`config.mk`:
```
export PLATFORM = sky130hd
export DESIGN_NAME = hash_stream_frontend
export DESIGN_NICKNAME = d
export VERILOG_FILES = /design/src/rtl/hash_stream_frontend.sv
export SDC_FILE = /design/constraint.sdc
export NUM_CORES = 1
export LEC_CHECK = 0
export BUFFER_PORTS_ARGS = -buffer_cell sky130_fd_sc_hd__buf_2
export CORE_MARGIN = 3
export CORE_UTILIZATION = 50
export DETAILED_ROUTE_END_ITERATION = 12
export PLACE_DENSITY = 0.76
export SETUP_SLACK_MARGIN = 0.02
export SLEW_MARGIN = 20
export SYNTH_ARGS = -nofsm -noshare
export SYNTH_HDL_FRONTEND = slang
export SYNTH_SLANG_ARGS = --single-unit
```
`constraint.sdc`:
```
create_clock -name clk -period 2.4 [get_ports clk]
set_input_delay 0.36 -clock clk [delete_from_list [all_inputs] [get_ports clk]]
set_output_delay 0.36 -clock clk [all_outputs]
set_load 0.1 [all_outputs]
```
`src/rtl/hash_stream_frontend.sv`:
```
// Stream command front end for the hash-table core: accepts packed commands,
// issues one core request at a time and queues status-tagged responses.
module hash_stream_frontend #(
  parameter int unsigned KEY_WIDTH       = 2,
  parameter int unsigned DATA_WIDTH      = 28,
  parameter int unsigned RESP_FIFO_DEPTH = 4,
  parameter int unsigned TIMEOUT_CYCLES  = 64,
  localparam int unsigned W              = 2 + KEY_WIDTH + DATA_WIDTH
) (
  input  logic                  clk,
  input  logic                  reset,
  input  logic [W-1:0]          data_i,
  input  logic                  valid_i,
  output logic                  ready_o,
  output logic [W-1:0]          data_o,
  output logic                  valid_o,
  input  logic                  ready_i,
  output logic                  core_req_o,
  output logic [1:0]            core_op_o,
  output logic [KEY_WIDTH-1:0]  core_key_o,
  output logic [DATA_WIDTH-1:0] core_data_o,
  input  logic                  core_ack_i,
  input  logic                  core_hit_i,
  input  logic                  core_full_i,
  input  logic [DATA_WIDTH-1:0] core_data_i,
  output logic                  err_timeout_o,
  output logic [15:0]           cmd_count_o
);

  localparam int unsigned PTR_W = (RESP_FIFO_DEPTH > 1) ? $clog2(RESP_FIFO_DEPTH) : 1;
  localparam int unsigned CNT_W = PTR_W + 1;
  localparam int unsigned TMO_W = $clog2(TIMEOUT_CYCLES + 1);

  localparam logic [1:0] OP_NOP    = 2'b00;
  localparam logic [1:0] OP_LOOKUP = 2'b01;
  localparam logic [1:0] OP_INSERT = 2'b10;

  localparam logic [1:0] ST_OK      = 2'b00;
  localparam logic [1:0] ST_MISS    = 2'b01;
  localparam logic [1:0] ST_FULL    = 2'b10;
  localparam logic [1:0] ST_TIMEOUT = 2'b11;

  typedef enum logic [0:0] {
    S_IDLE = 1'b0,
    S_REQ  = 1'b1
  } state_t;

  state_t                state_q, state_d;
  logic [1:0]            op_q, op_d;
  logic [KEY_WIDTH-1:0]  key_q, key_d;
  logic [DATA_WIDTH-1:0] rdata_q, rdata_d;
  logic                  req_q, req_d;
  logic [TMO_W-1:0]      tmo_q, tmo_d;
  logic                  err_q, err_d;
  logic [15:0]           cmd_cnt_q, cmd_cnt_d;
  logic [W-1:0]          mem_q [RESP_FIFO_DEPTH];
  logic [W-1:0]          mem_d [RESP_FIFO_DEPTH];
  logic [PTR_W-1:0]      wr_ptr_q, wr_ptr_d;
  logic [PTR_W-1:0]      rd_ptr_q, rd_ptr_d;
  logic [CNT_W-1:0]      cnt_q, cnt_d;
  logic                  valid_q, valid_d;

  logic                  accept;
  logic                  pop;
  logic                  push;
  logic [W-1:0]          resp;
  logic [1:0]            in_op;

  assign in_op   = data_i[W-1:W-2];
  assign ready_o = !reset && (state_q == S_IDLE) && (cnt_q < CNT_W'(RESP_FIFO_DEPTH));
  assign accept  = ready_o && valid_i;
  assign pop     = valid_q && ready_i;

  // Next-state, response formation and FIFO bookkeeping.
  always_comb begin
    state_d   = state_q;
    op_d      = op_q;
    key_d     = key_q;
    rdata_d   = rdata_q;
    req_d     = req_q;
    tmo_d     = tmo_q;
    err_d     = 1'b0;
    cmd_cnt_d = cmd_cnt_q;
    mem_d     = mem_q;
    wr_ptr_d  = wr_ptr_q;
    rd_ptr_d  = rd_ptr_q;
    cnt_d     = cnt_q;
    push      = 1'b0;
    resp      = '0;

    case (state_q)
      S_IDLE: begin
        if (accept && (in_op != OP_NOP)) begin
          op_d      = in_op;
          key_d     = data_i[W-3:DATA_WIDTH];
          rdata_d   = data_i[DATA_WIDTH-1:0];
          cmd_cnt_d = cmd_cnt_q + 16'd1;
          req_d     = 1'b1;
          tmo_d     = '0;
          state_d   = S_REQ;
        end
      end
      S_REQ: begin
        if (core_ack_i) begin
          push    = 1'b1;
          req_d   = 1'b0;
          state_d = S_IDLE;
          case (op_q)
            OP_LOOKUP: resp = core_hit_i ? {ST_OK, key_q, core_data_i}
                                         : {ST_MISS, key_q, {DATA_WIDTH{1'b0}}};
            OP_INSERT: resp = {core_full_i ? ST_FULL : ST_OK, key_q, rdata_q};
            default:   resp = {core_hit_i ? ST_OK : ST_MISS, key_q, {DATA_WIDTH{1'b0}}};
          endcase
        end else if (tmo_q == TMO_W'(TIMEOUT_CYCLES - 1)) begin
          // Ack on this final cycle would have taken the branch above.
          push    = 1'b1;
          req_d   = 1'b0;
          err_d   = 1'b1;
          state_d = S_IDLE;
          resp    = {ST_TIMEOUT, key_q, {DATA_WIDTH{1'b0}}};
        end else begin
          tmo_d = tmo_q + TMO_W'(1);
        end
      end
      default: state_d = S_IDLE;
    endcase

    if (push) begin
      mem_d[wr_ptr_q] = resp;
      wr_ptr_d        = wr_ptr_q + PTR_W'(1);
    end
    if (pop) begin
      rd_ptr_d = rd_ptr_q + PTR_W'(1);
    end
    case ({push, pop})
      2'b10:   cnt_d = cnt_q + CNT_W'(1);
      2'b01:   cnt_d = cnt_q - CNT_W'(1);
      default: cnt_d = cnt_q;
    endcase
    valid_d = (cnt_d != '0);
  end

  always_ff @(posedge clk) begin
    if (reset) begin
      state_q   <= S_IDLE;
      op_q      <= '0;
      key_q     <= '0;
      rdata_q   <= '0;
      req_q     <= 1'b0;
      tmo_q     <= '0;
      err_q     <= 1'b0;
      cmd_cnt_q <= '0;
      mem_q     <= '{default: '0};
      wr_ptr_q  <= '0;
      rd_ptr_q  <= '0;
      cnt_q     <= '0;
      valid_q   <= 1'b0;
    end else begin
      state_q   <= state_d;
      op_q      <= op_d;
      key_q     <= key_d;
      rdata_q   <= rdata_d;
      req_q     <= req_d;
      tmo_q     <= tmo_d;
      err_q     <= err_d;
      cmd_cnt_q <= cmd_cnt_d;
      mem_q     <= mem_d;
      wr_ptr_q  <= wr_ptr_d;
      rd_ptr_q  <= rd_ptr_d;
      cnt_q     <= cnt_d;
      valid_q   <= valid_d;
    end
  end

  assign data_o        = mem_q[rd_ptr_q];
  assign valid_o       = valid_q;
  assign core_req_o    = req_q;
  assign core_op_o     = op_q;
  assign core_key_o    = key_q;
  assign core_data_o   = rdata_q;
  assign err_timeout_o = err_q;
  assign cmd_count_o   = cmd_cnt_q;

endmodule

```
==> results of run 1 <==
[worst max-delay path, stage by stage, from the launching register on]
cell and delay, ns:
dfxtp_1 0.34, ha_1 0.22, nand3_1 0.08, o21ai_0 0.10, inv_1 0.11, ha_2 0.20
inv_1 0.05, fa_1 0.37, xor2_1 0.16, o21ai_1 0.15, a21oi_2 0.08, or3_1 0.31
[final cells by class]
class / count / area [um^2]
fill: 1359 / 6020
multi-input combinational: 589 / 4200
sequential: 194 / 3900
timing repair buffer: 179 / 1050
clock buffer: 24 / 482
tap: 216 / 270
clock inverter: 5 / 150
inverter: 13 / 51.3
[cell families (layout without fill, tap and decap cells)]
| family | Yosys count | in the layout | share of synthesized area, % |
|---|---|---|---|
| AND/OR/NAND/NOR | 304 | 304 | 15.2 |
| adder cells (fa/ha/maj) | 10 | 10 | 1.59 |
| XOR/XNOR | 11 | 11 | 1.16 |
| buffers and inverters | 75 | 221 | 3.51 |
| flip-flops | 194 | 194 | 46.6 |
| AO/OA/AOI/OAI | 107 | 107 | 8.27 |
| multiplexers | 157 | 157 | 23.7 |
[synthesized netlist by cell type, types with 2 or more instances]
master / instances / area [um^2]
a31o_2: 5 / 43.8
or4_1: 2 / 15.0
nand3_1: 8 / 40.0
and3_1: 8 / 50.1
a311oi_1: 2 / 17.5
a21oi_1: 49 / 245
mux4_2: 32 / 721
dfxtp_1: 194 / 3880
o211ai_1: 3 / 22.5
nand2_1: 238 / 893
o31ai_1: 2 / 15.0
xor2_1: 3 / 26.3
inv_1: 12 / 45.0
mux2i_1: 125 / 1250
nor3_1: 3 / 15.0
nand2b_1: 2 / 12.5
ha_1: 9 / 113
o21ai_0: 13 / 65.1
xnor2_1: 8 / 70.1
nand4_1: 4 / 25.0
or3_1: 11 / 68.8
a22o_1: 28 / 245
buf_1: 9 / 33.8
a31oi_1: 2 / 12.5
nor2_1: 17 / 63.8
clkbuf_1: 44 / 165
buf_2: 9 / 45.0
and2_1: 3 / 18.8
[stage by stage]
| stage | power [mW] | hold WS (ns) |
|---|---|---|
| floorplan | 3.94 | 0.432 |
| global placement | 4.15 | 0.441 |
| detailed placement | 4.15 | 0.449 |
| CTS | 7.19 | 0.150 |
| global route | 7.36 | 0.162 |
| finish | 7.13 | 0.167 |
[report_power, final]
group	switching [mW]	leakage, nW	total, mW	internal (mW)
registers	0.0518	1.57	3.32	3.27
clock network	1.13	0.306	3.05	1.92
logic	0.553	2.83	0.759	0.206
total	1.74	4.70	7.13	5.40
[state kept, by name (all words and copies together) (netlist names), 2 cells and up]
register	cells
wr_ptr_q	2
core_data_o	28
core_key_o	2
rd_ptr_q	2
mem_q	128
cmd_count_o	16
cnt_q	3
core_op_o	2
tmo_q	7
[layer usage]
metal	up-vias	GRT usage, %
li1	3257	-
met1	3202	29.9
met2	170	36.4
met3	24	5.10
met4	0	7.05
met5	-	0
[worst paths after layout]
kind         slack [ns]  cells after the start        from               to
max reg2reg        0.11                     11    tmo_q[0]          valid_o
min reg2reg        0.46                      2   mem_q[75]        mem_q[75]
min                0.17                      3  data_i[22]  core_data_o[22]
max                0.11                     11    tmo_q[0]          valid_o
[what timing repair did]
item | 4_1_cts | 5_1_grt
resized for setup | 7 | 4
pin swaps | 0 | 0
endpoints found under the setup margin | 7 | 24
[cell usage in the layout, fill, tap and decap left out, types with 8 or more instances in the layout]
cell	instances
nand2_1	234
dfxtp_1	185
buf_2	142
mux2i_1	125
a21oi_1	48
mux4_2	32
buf_4	32
a22o_1	28
clkbuf_16	17
nor2_1	16
o21ai_0	12
inv_1	12
or3_1	11
and3_1	8
xnor2_1	8
nand3_1	8
ha_1	8
dfxtp_2	8
==> impl_metrics.py, run 1 <==
metrics = {
    "power": {
        "peakVddDrop_mv": 0.535,
        "leakage_nw": 4.70,
        "power_density_nw_per_um2": 706,
    },
    "routing": {
        "wl_met1_um": 9140,
        "wl_met3_um": 1010,
        "initialDrtViolationCount": 335,
        "finalWirelength_um": 20200,
        "routedWlPerCell_um": 16.6,
        "num_vias": 6653,
        "drtAntennaViolNets": 0,
        "dr_wl_met2_um": 9690,
        "dr.pass1.iters": 5,
        "drc_errors": 0,
        "top_layer_used": "met4",
        "drt-vias-per-instance": 5.45,
    },
    "synth": {
        "synthArstFlopShare_pct": 0,
        "synth_fp_nets": 935,
        "syn_area_um2": 8340,
        "synth-warning-count": 0,
        "synth_flop_cell": "dfxtp_1",
        "post_synth.cell_area_avg_um2": 9.72,
        "synth_edf_count": 0,
        "seq_area_frac_synth_pct": 46.6,
        "synthDistinctLibCells": 41,
        "syn_inst": 858,
        "ys_ff_latch": 194,
    },
    "clock_tree": {
        "numCtsBuffers": 17,
        "insertion_delay_ns": 0.43,
        "clockRootBuffer": "clkbuf_16",
        "htreeDepth": 4,
        "post_cts_buffers": 0,
        "cts.clk_slew.worst_paths_ns": 0.06,
        "cts_tree": "done",
        "cts_hold_buf": 0,
        "clockBufferDepth": 2,
        "clock-sinks": 194,
    },
    "floorplanning": {
        "num_rows": 46,
        "die_x_um": 135,
        "die_h_um": 135,
        "fp.coreArea_um2": 16100,
        "die-area_um2": 18300,
        "io_pins": 151,
        "start_util_pct": 51.7,
    },
    "sta": {
        "tightest_slew_ns": 0.563,
        "drv_slew": 0,
        "clock_skew_ns": 0.00680,
        "period_needed_ns": 2.29,
        "max_freq_mhz": 436,
        "rsz0062_at_grt": "true",
        "tns_ns": 0,
        "setup_viol": 0,
        "hold_viol": 0,
        "finalWorstSetupSlack_ns": 0.107,
        "post-route-period-util_pct": 95.5,
        "max-slew-margin-rel_pct": 62.4,
    },
    "place": {
        "io_buffers": 150,
        "place_congestion": 0.786,
        "placed_area_um2": 9440,
        "pre_cts_ws_ns": 0.0973,
        "place_hpwl_um": 13900,
        "dp_cells": 1191,
    },
    "global_route": {
        "grt_pass1_wl_um": 32700,
        "grt_util_all_layers_pct": 22.4,
        "grt_pass1_vias": 6400,
        "antenna_found_initial": 0,
        "grt_max_degree": 46,
        "grt_overflow": 0,
    },
    "finish": {
        "final_util_pct": 62.7,
        "area_growth_pct": 21.2,
        "drive_gt1_share_pct": 25.9,
        "fin_cells": 1220,
        "antenna_cells": 0,
        "nets": 1071,
        "final_area_um2": 10100,
    },
    "run": {
        "maxCapViolCount": 0,
    },
    "worst_hold_path": {
        "min_path_type": "input pin to register",
    },
    "setup_path": {
        "path_class": "register to register",
        "cp-start-kind": "register",
        "end_kind": "register",
        "crit_fanout": 4,
        "arrival_ns": 2.60,
        "worstPathRequired_ns": 2.71,
    },
    "status": {
        "status": "complete, no violations",
    },
}
Note: power is estimated with default switching activity, not from simulation.
==> run 2, diff against run 1 <==
--- a/config.mk
+++ b/config.mk
@@ -6,10 +6,12 @@
 export NUM_CORES = 1
 export LEC_CHECK = 0
 export BUFFER_PORTS_ARGS = -buffer_cell sky130_fd_sc_hd__buf_2
+export CELL_PAD_IN_SITES_DETAIL_PLACEMENT = 1
+export CELL_PAD_IN_SITES_GLOBAL_PLACEMENT = 1
 export CORE_MARGIN = 3
-export CORE_UTILIZATION = 50
+export CORE_UTILIZATION = 38
 export DETAILED_ROUTE_END_ITERATION = 12
-export PLACE_DENSITY = 0.76
+export PLACE_DENSITY_LB_ADDON = 0.1
 export SETUP_SLACK_MARGIN = 0.02
 export SLEW_MARGIN = 20
 export SYNTH_ARGS = -nofsm -noshare
==> constraint.sdc (replaced) <==
create_clock -name clk -period 2.4 [get_ports clk]
set_input_delay 0.12 -clock clk [delete_from_list [all_inputs] [get_ports clk]]
set_output_delay 0.12 -clock clk [all_outputs]
set_load 0.1 [all_outputs]
==> run 2 against run 1 <==
Net effect: first-iteration DRC count grew 3.0%; clock skew rose by 0.0049 ns; non-clock buffer count up 32; sequential cell count stayed put; final cell count is 7.7% higher; worst setup slack gained 0.073 ns; clock power down 8.5%; sequential power about the same; highest routed layer is now met5.
==> impl_metrics.py, run 2 (synthesis gave the netlist of run 1 again) <==
metrics = {
    "sta": {
        "tightest_slew_ns": 0.621,
        "max_freq_mhz": 450,
        "period_needed_ns": 2.22,
        "clock_skew_ns": 0.0117,
        "setup_viol": 0,
        "hold_viol": 0,
        "max-slew-margin-rel_pct": 58.6,
        "rsz0062_at_grt": "false",
        "tns_ns": 0,
        "post-route-period-util_pct": 92.5,
        "drv_slew": 0,
    },
    "floorplanning": {
        "fp.coreArea_um2": 21300,
        "die_x_um": 154,
        "io_pins": 151,
        "num_rows": 53,
        "start_util_pct": 39.2,
        "die_h_um": 154,
        "die-area_um2": 23700,
    },
    "routing": {
        "finalWirelength_um": 23400,
        "drt-vias-per-instance": 5.17,
        "num_vias": 6788,
        "drtAntennaViolNets": 0,
        "drc_errors": 0,
        "dr.pass1.iters": 4,
        "routedWlPerCell_um": 17.8,
        "initialDrtViolationCount": 345,
    },
    "clock_tree": {
        "clockRootBuffer": "clkbuf_16",
        "insertion_delay_ns": 0.43,
        "cts.clk_slew.worst_paths_ns": 0.07,
        "cts_tree": "done",
        "numCtsBuffers": 17,
        "clock-sinks": 194,
        "htreeDepth": 4,
        "clockBufferDepth": 2,
    },
    "run": {
        "maxCapViolCount": 0,
    },
    "place": {
        "place_congestion": 0.752,
        "place_hpwl_um": 15600,
        "io_buffers": 150,
    },
    "setup_path": {
        "arrival_ns": 2.53,
        "cp-start-kind": "register",
        "end_kind": "register",
        "worstPathRequired_ns": 2.71,
        "path_class": "register to register",
        "crit_fanout": 4,
        "reg2reg_depth": 11,
    },
    "power": {
        "peakVddDrop_mv": 0.406,
        "leakage_nw": 4.82,
        "power_mw": 6.94,
        "power_density_nw_per_um2": 663,
    },
    "finish": {
        "final_cell_mix": "nand2_1 (234), dfxtp_1 (184), buf_2 (150)",
        "antenna_cells": 0,
        "drive_gt1_share_pct": 25.7,
        "final_util_pct": 49.1,
        "fillers": 2438,
        "register_area_um2": 3900,
        "regMostFlops": "mem_q",
        "area_growth_pct": 25.5,
        "largest_register_ffs": 128,
        "multi_input_area_um2": 4200,
        "layout_commonest_cell": "nand2_1",
        "nets": 1103,
    },
    "global_route": {
        "grt_util_all_layers_pct": 20.1,
        "grt_overflow": 0,
        "grt_pass1_vias": 7274,
        "antenna_found_initial": 3,
        "grt_pass1_wl_um": 38500,
        "grt_max_degree": 88,
    },
    "status": {
        "status": "complete, no violations",
    },
    "worst_hold_path": {
        "min_path_type": "input pin to register",
        "holdPathStages": 4,
    },
}
run 2: area by class of cell:
cell class | count | share of cell area, %
inverters | 13 | 0.490
flip-flops and latches | 194 | 37.2
multi-input cells | 589 | 40.1
well taps | 275 | 3.29
clock buffers | 19 | 4.23
clock inverters | 13 | 1.21
repair buffers | 211 | 13.4
run 2: worst max-delay path, stage by stage (launching register included):
cell	delay [ns]
dfxtp_2	0.34
ha_1	0.20
nand3_1	0.10
o21ai_2	0.07
inv_1	0.09
ha_2	0.18
inv_1	0.05
fa_1	0.37
xor2_1	0.16
o21ai_1	0.14
a21oi_1	0.09
or3_1	0.32
run 2: path summary, 6_finish.rpt:
check / startpoint / end / slack (ns)
worst min register to register: mem_q[55] / mem_q[55] / 0.46
worst max-delay path: tmo_q[0] / valid_o / 0.18
worst min-delay path: ready_i / rd_ptr_q[0] / 0.14
worst max register to register: tmo_q[0] / valid_o / 0.18
run 2: power by group:
group	switching (mW)	total, mW	internal (mW)	leakage [nW]
combinational	0.580	0.831	0.252	2.98
sequential	0.0467	3.32	3.27	1.57
clock	1.31	2.79	1.48	0.273
run 2: per-stage QoR:
step	cells	cell area (um^2)	setup WS (ns)	hold slack [ns]
floorplan	858	8340	0.0516	0.249
global placement	1249	9560	0.128	0.365
detailed placement	1249	9560	0.0419	0.366
CTS	1313	10400	0.0484	0.124
global route	1314	10500	0.0240	0.148
finish	1314	10500	0.180	0.141
run 2: timing repair:
| item | CTS | global route |
|---|---|---|
| pin swaps | 0 | 1 |
| gates resized for setup | 1 | 4 |
| endpoints found under the hold margin | 32 | 0 |
| endpoints found under the setup margin | 1 | 1 |
| hold buffers | 32 | 0 |
| buffers inserted | 0 | 1 |
run 2: per-layer routing:
metal | routed length (um) | up-vias | GRT usage (%)
met5 | 34 | - | 0
met2 | 11600 | 123 | 34.5
met1 | 10400 | 3331 | 25.6
li1 | - | 3305 | -
met3 | 1090 | 23 | 4.59
met4 | 290 | 6 | 4.96
==> run 3, diff against run 2 <==
--- a/config.mk
+++ b/config.mk
@@ -11,7 +11,7 @@
 export CORE_MARGIN = 3
 export CORE_UTILIZATION = 38
 export DETAILED_ROUTE_END_ITERATION = 12
-export PLACE_DENSITY_LB_ADDON = 0.1
+export PLACE_DENSITY = 0.74
 export SETUP_SLACK_MARGIN = 0.02
 export SLEW_MARGIN = 20
 export SYNTH_ARGS = -nofsm -noshare
==> run 3 against run 2 <==
Net effect: fmax fell by 1.3%; sequential power barely moved; sequential cell count did not move; total power rose by 0.73%; clock skew fell by 0.0039 ns; routed wire length rose by 1.4%; count of clock-buffer cells in the layout rose by 2; final cell count barely moved; register-to-register slack barely moved; global-route usage rose by 0.068 points; largest cell class unchanged; highest routed layer is now met4.
==> impl_metrics.py, run 3 (synthesis gave the netlist of run 1 again) <==
metrics = {
    "global_route": {
        "grt_pass1_wl_um": 38600,
        "grt_util_met1_pct": 26.5,
        "antenna_found_initial": 0,
        "grt_util_all_layers_pct": 20.1,
        "grt_overflow": 0,
        "grt_busiest_layer": "met2",
        "grt_pass1_vias": 7340,
        "grt_max_degree": 57,
        "grtUsageMet2_pct": 34.0,
        "grt_util_met3_pct": 4.08,
    },
    "routing": {
        "dr.pass1.iters": 6,
        "drt-vias-per-instance": 5.20,
        "initialDrtViolationCount": 218,
        "drc_errors": 0,
        "routedWlPerCell_um": 18.1,
        "drtAntennaViolNets": 0,
        "num_vias": 6838,
        "finalWirelength_um": 23800,
    },
    "sta": {
        "rsz0062_at_grt": "false",
        "setup_viol": 0,
        "tns_ns": 0,
        "drv_slew": 0,
        "clock_skew_ns": 0.00778,
        "post-route-period-util_pct": 93.7,
        "whs_ns": 0.119,
        "hold_viol": 0,
        "tightest_slew_ns": 0.660,
        "max-slew-margin-rel_pct": 56.0,
        "max_freq_mhz": 445,
        "period_needed_ns": 2.25,
    },
    "run": {
        "maxCapViolCount": 0,
    },
    "power": {
        "combPwrFrac_pct": 11.4,
        "peakVddDrop_mv": 0.472,
        "p_seq_share_pct": 47.7,
        "p_sw_mw": 1.88,
        "p_int_mw": 5.11,
        "leakage_nw": 4.84,
        "power_density_nw_per_um2": 667,
        "clkPwrFrac_pct": 40.9,
        "swShare_pct": 26.8,
    },
    "status": {
        "status": "complete, no violations",
    },
    "setup_path": {
        "regToRegSetupSlack_ns": 0.17,
        "arrival_ns": 2.13,
        "reg2reg_depth": 11,
        "critPathCapture": "data_o[17]",
        "r2r_start": "tmo_q[0]",
        "path_class": "register to output port",
        "end_kind": "output port",
        "crit_fanout": 28,
        "r2r_end": "valid_o",
        "worstPathRequired_ns": 2.28,
        "startpoint": "rd_ptr_q[1]",
        "cp-start-kind": "register",
    },
    "clock_tree": {
        "cts_tree": "done",
        "clockRootBuffer": "clkbuf_16",
        "insertion_delay_ns": 0.43,
        "htreeDepth": 4,
        "clock-sinks": 194,
        "numCtsBuffers": 17,
        "cts.clk_slew.worst_paths_ns": 0.07,
        "clockBufferDepth": 2,
    },
    "floorplanning": {
        "die_h_um": 154,
        "num_rows": 53,
        "io_pins": 151,
        "die-area_um2": 23700,
        "start_util_pct": 39.2,
        "die_x_um": 154,
        "fp.coreArea_um2": 21300,
    },
    "finish": {
        "area_growth_pct": 25.8,
        "antenna_cells": 0,
        "nets": 1104,
        "layout_commonest_cell": "nand2_1",
        "largest_register_ffs": 128,
        "fin_cells": 1315,
        "drive_gt1_share_pct": 25.4,
        "final_cell_mix": "nand2_1 (234), dfxtp_1 (185), buf_2 (150)",
        "regMostFlops": "mem_q",
    },
    "place": {
        "place_congestion": 0.762,
        "dp_cells": 1249,
        "io_buffers": 150,
        "place_hpwl_um": 16200,
    },
    "worst_hold_path": {
        "min_path_type": "input pin to register",
    },
}
-- run 3: metal layers --
layer,vias up,routed length (um)
met4,0,288
met1,3341,10900
met3,22,1210
met2,153,11400
met5,-,0
li1,3322,-
-- run 3: metrics by stage --
stage	util [%]	area, um^2	setup slack, ns	total power, mW
floorplan	-	8340	0.0516	3.94
global placement	44.9	9560	0.128	4.17
detailed placement	44.9	9560	0.0724	4.17
CTS	49.2	10500	0.0680	7.06
global route	49.2	10500	0.00576	7.23
finish	49.2	10500	0.151	6.99
-- run 3: what timing repair did --
action | CTS | global route
endpoints found under the hold margin | 33 | 0
endpoints found under the setup margin | 0 | 1
hold buffers | 33 | 0
resized for setup | 0 | 3
buffers inserted | 0 | 1
-- run 3: worst min path at each step --
stage | from | end | cells after the start
CTS | core_ack_i | err_timeout_o | 3
finish | core_ack_i | err_timeout_o | 3
detailed placement | reset | cmd_count_o[2] | 2
global placement | reset | cmd_count_o[2] | 2
global route | core_ack_i | err_timeout_o | 3
floorplan | data_i[30] | core_op_o[0] | 2
-- run 3: final cells by class --
type	instances	area, um^2
fill	2392	10800
sequential	194	3890
multi-input combinational	589	4190
clock inverter	11	126
clock buffer	21	460
timing repair buffer	212	1410
inverter	13	51.3
tap	275	344
-- run 3: power by group through the flow --
stage	sequential, mW	clock (mW)	combinational (mW)
floorplan	3.63	0	0.305
global placement	3.41	0	0.757
detailed placement	3.41	0	0.762
CTS	3.34	2.92	0.805
global route	3.34	3.04	0.855
finish	3.33	2.86	0.800
-- run 3: critical path, stage by stage (launching register included) --
cell	delay, ns
dfxtp_2	0.48
buf_12	0.29
mux4_2	0.58
buf_2	0.32
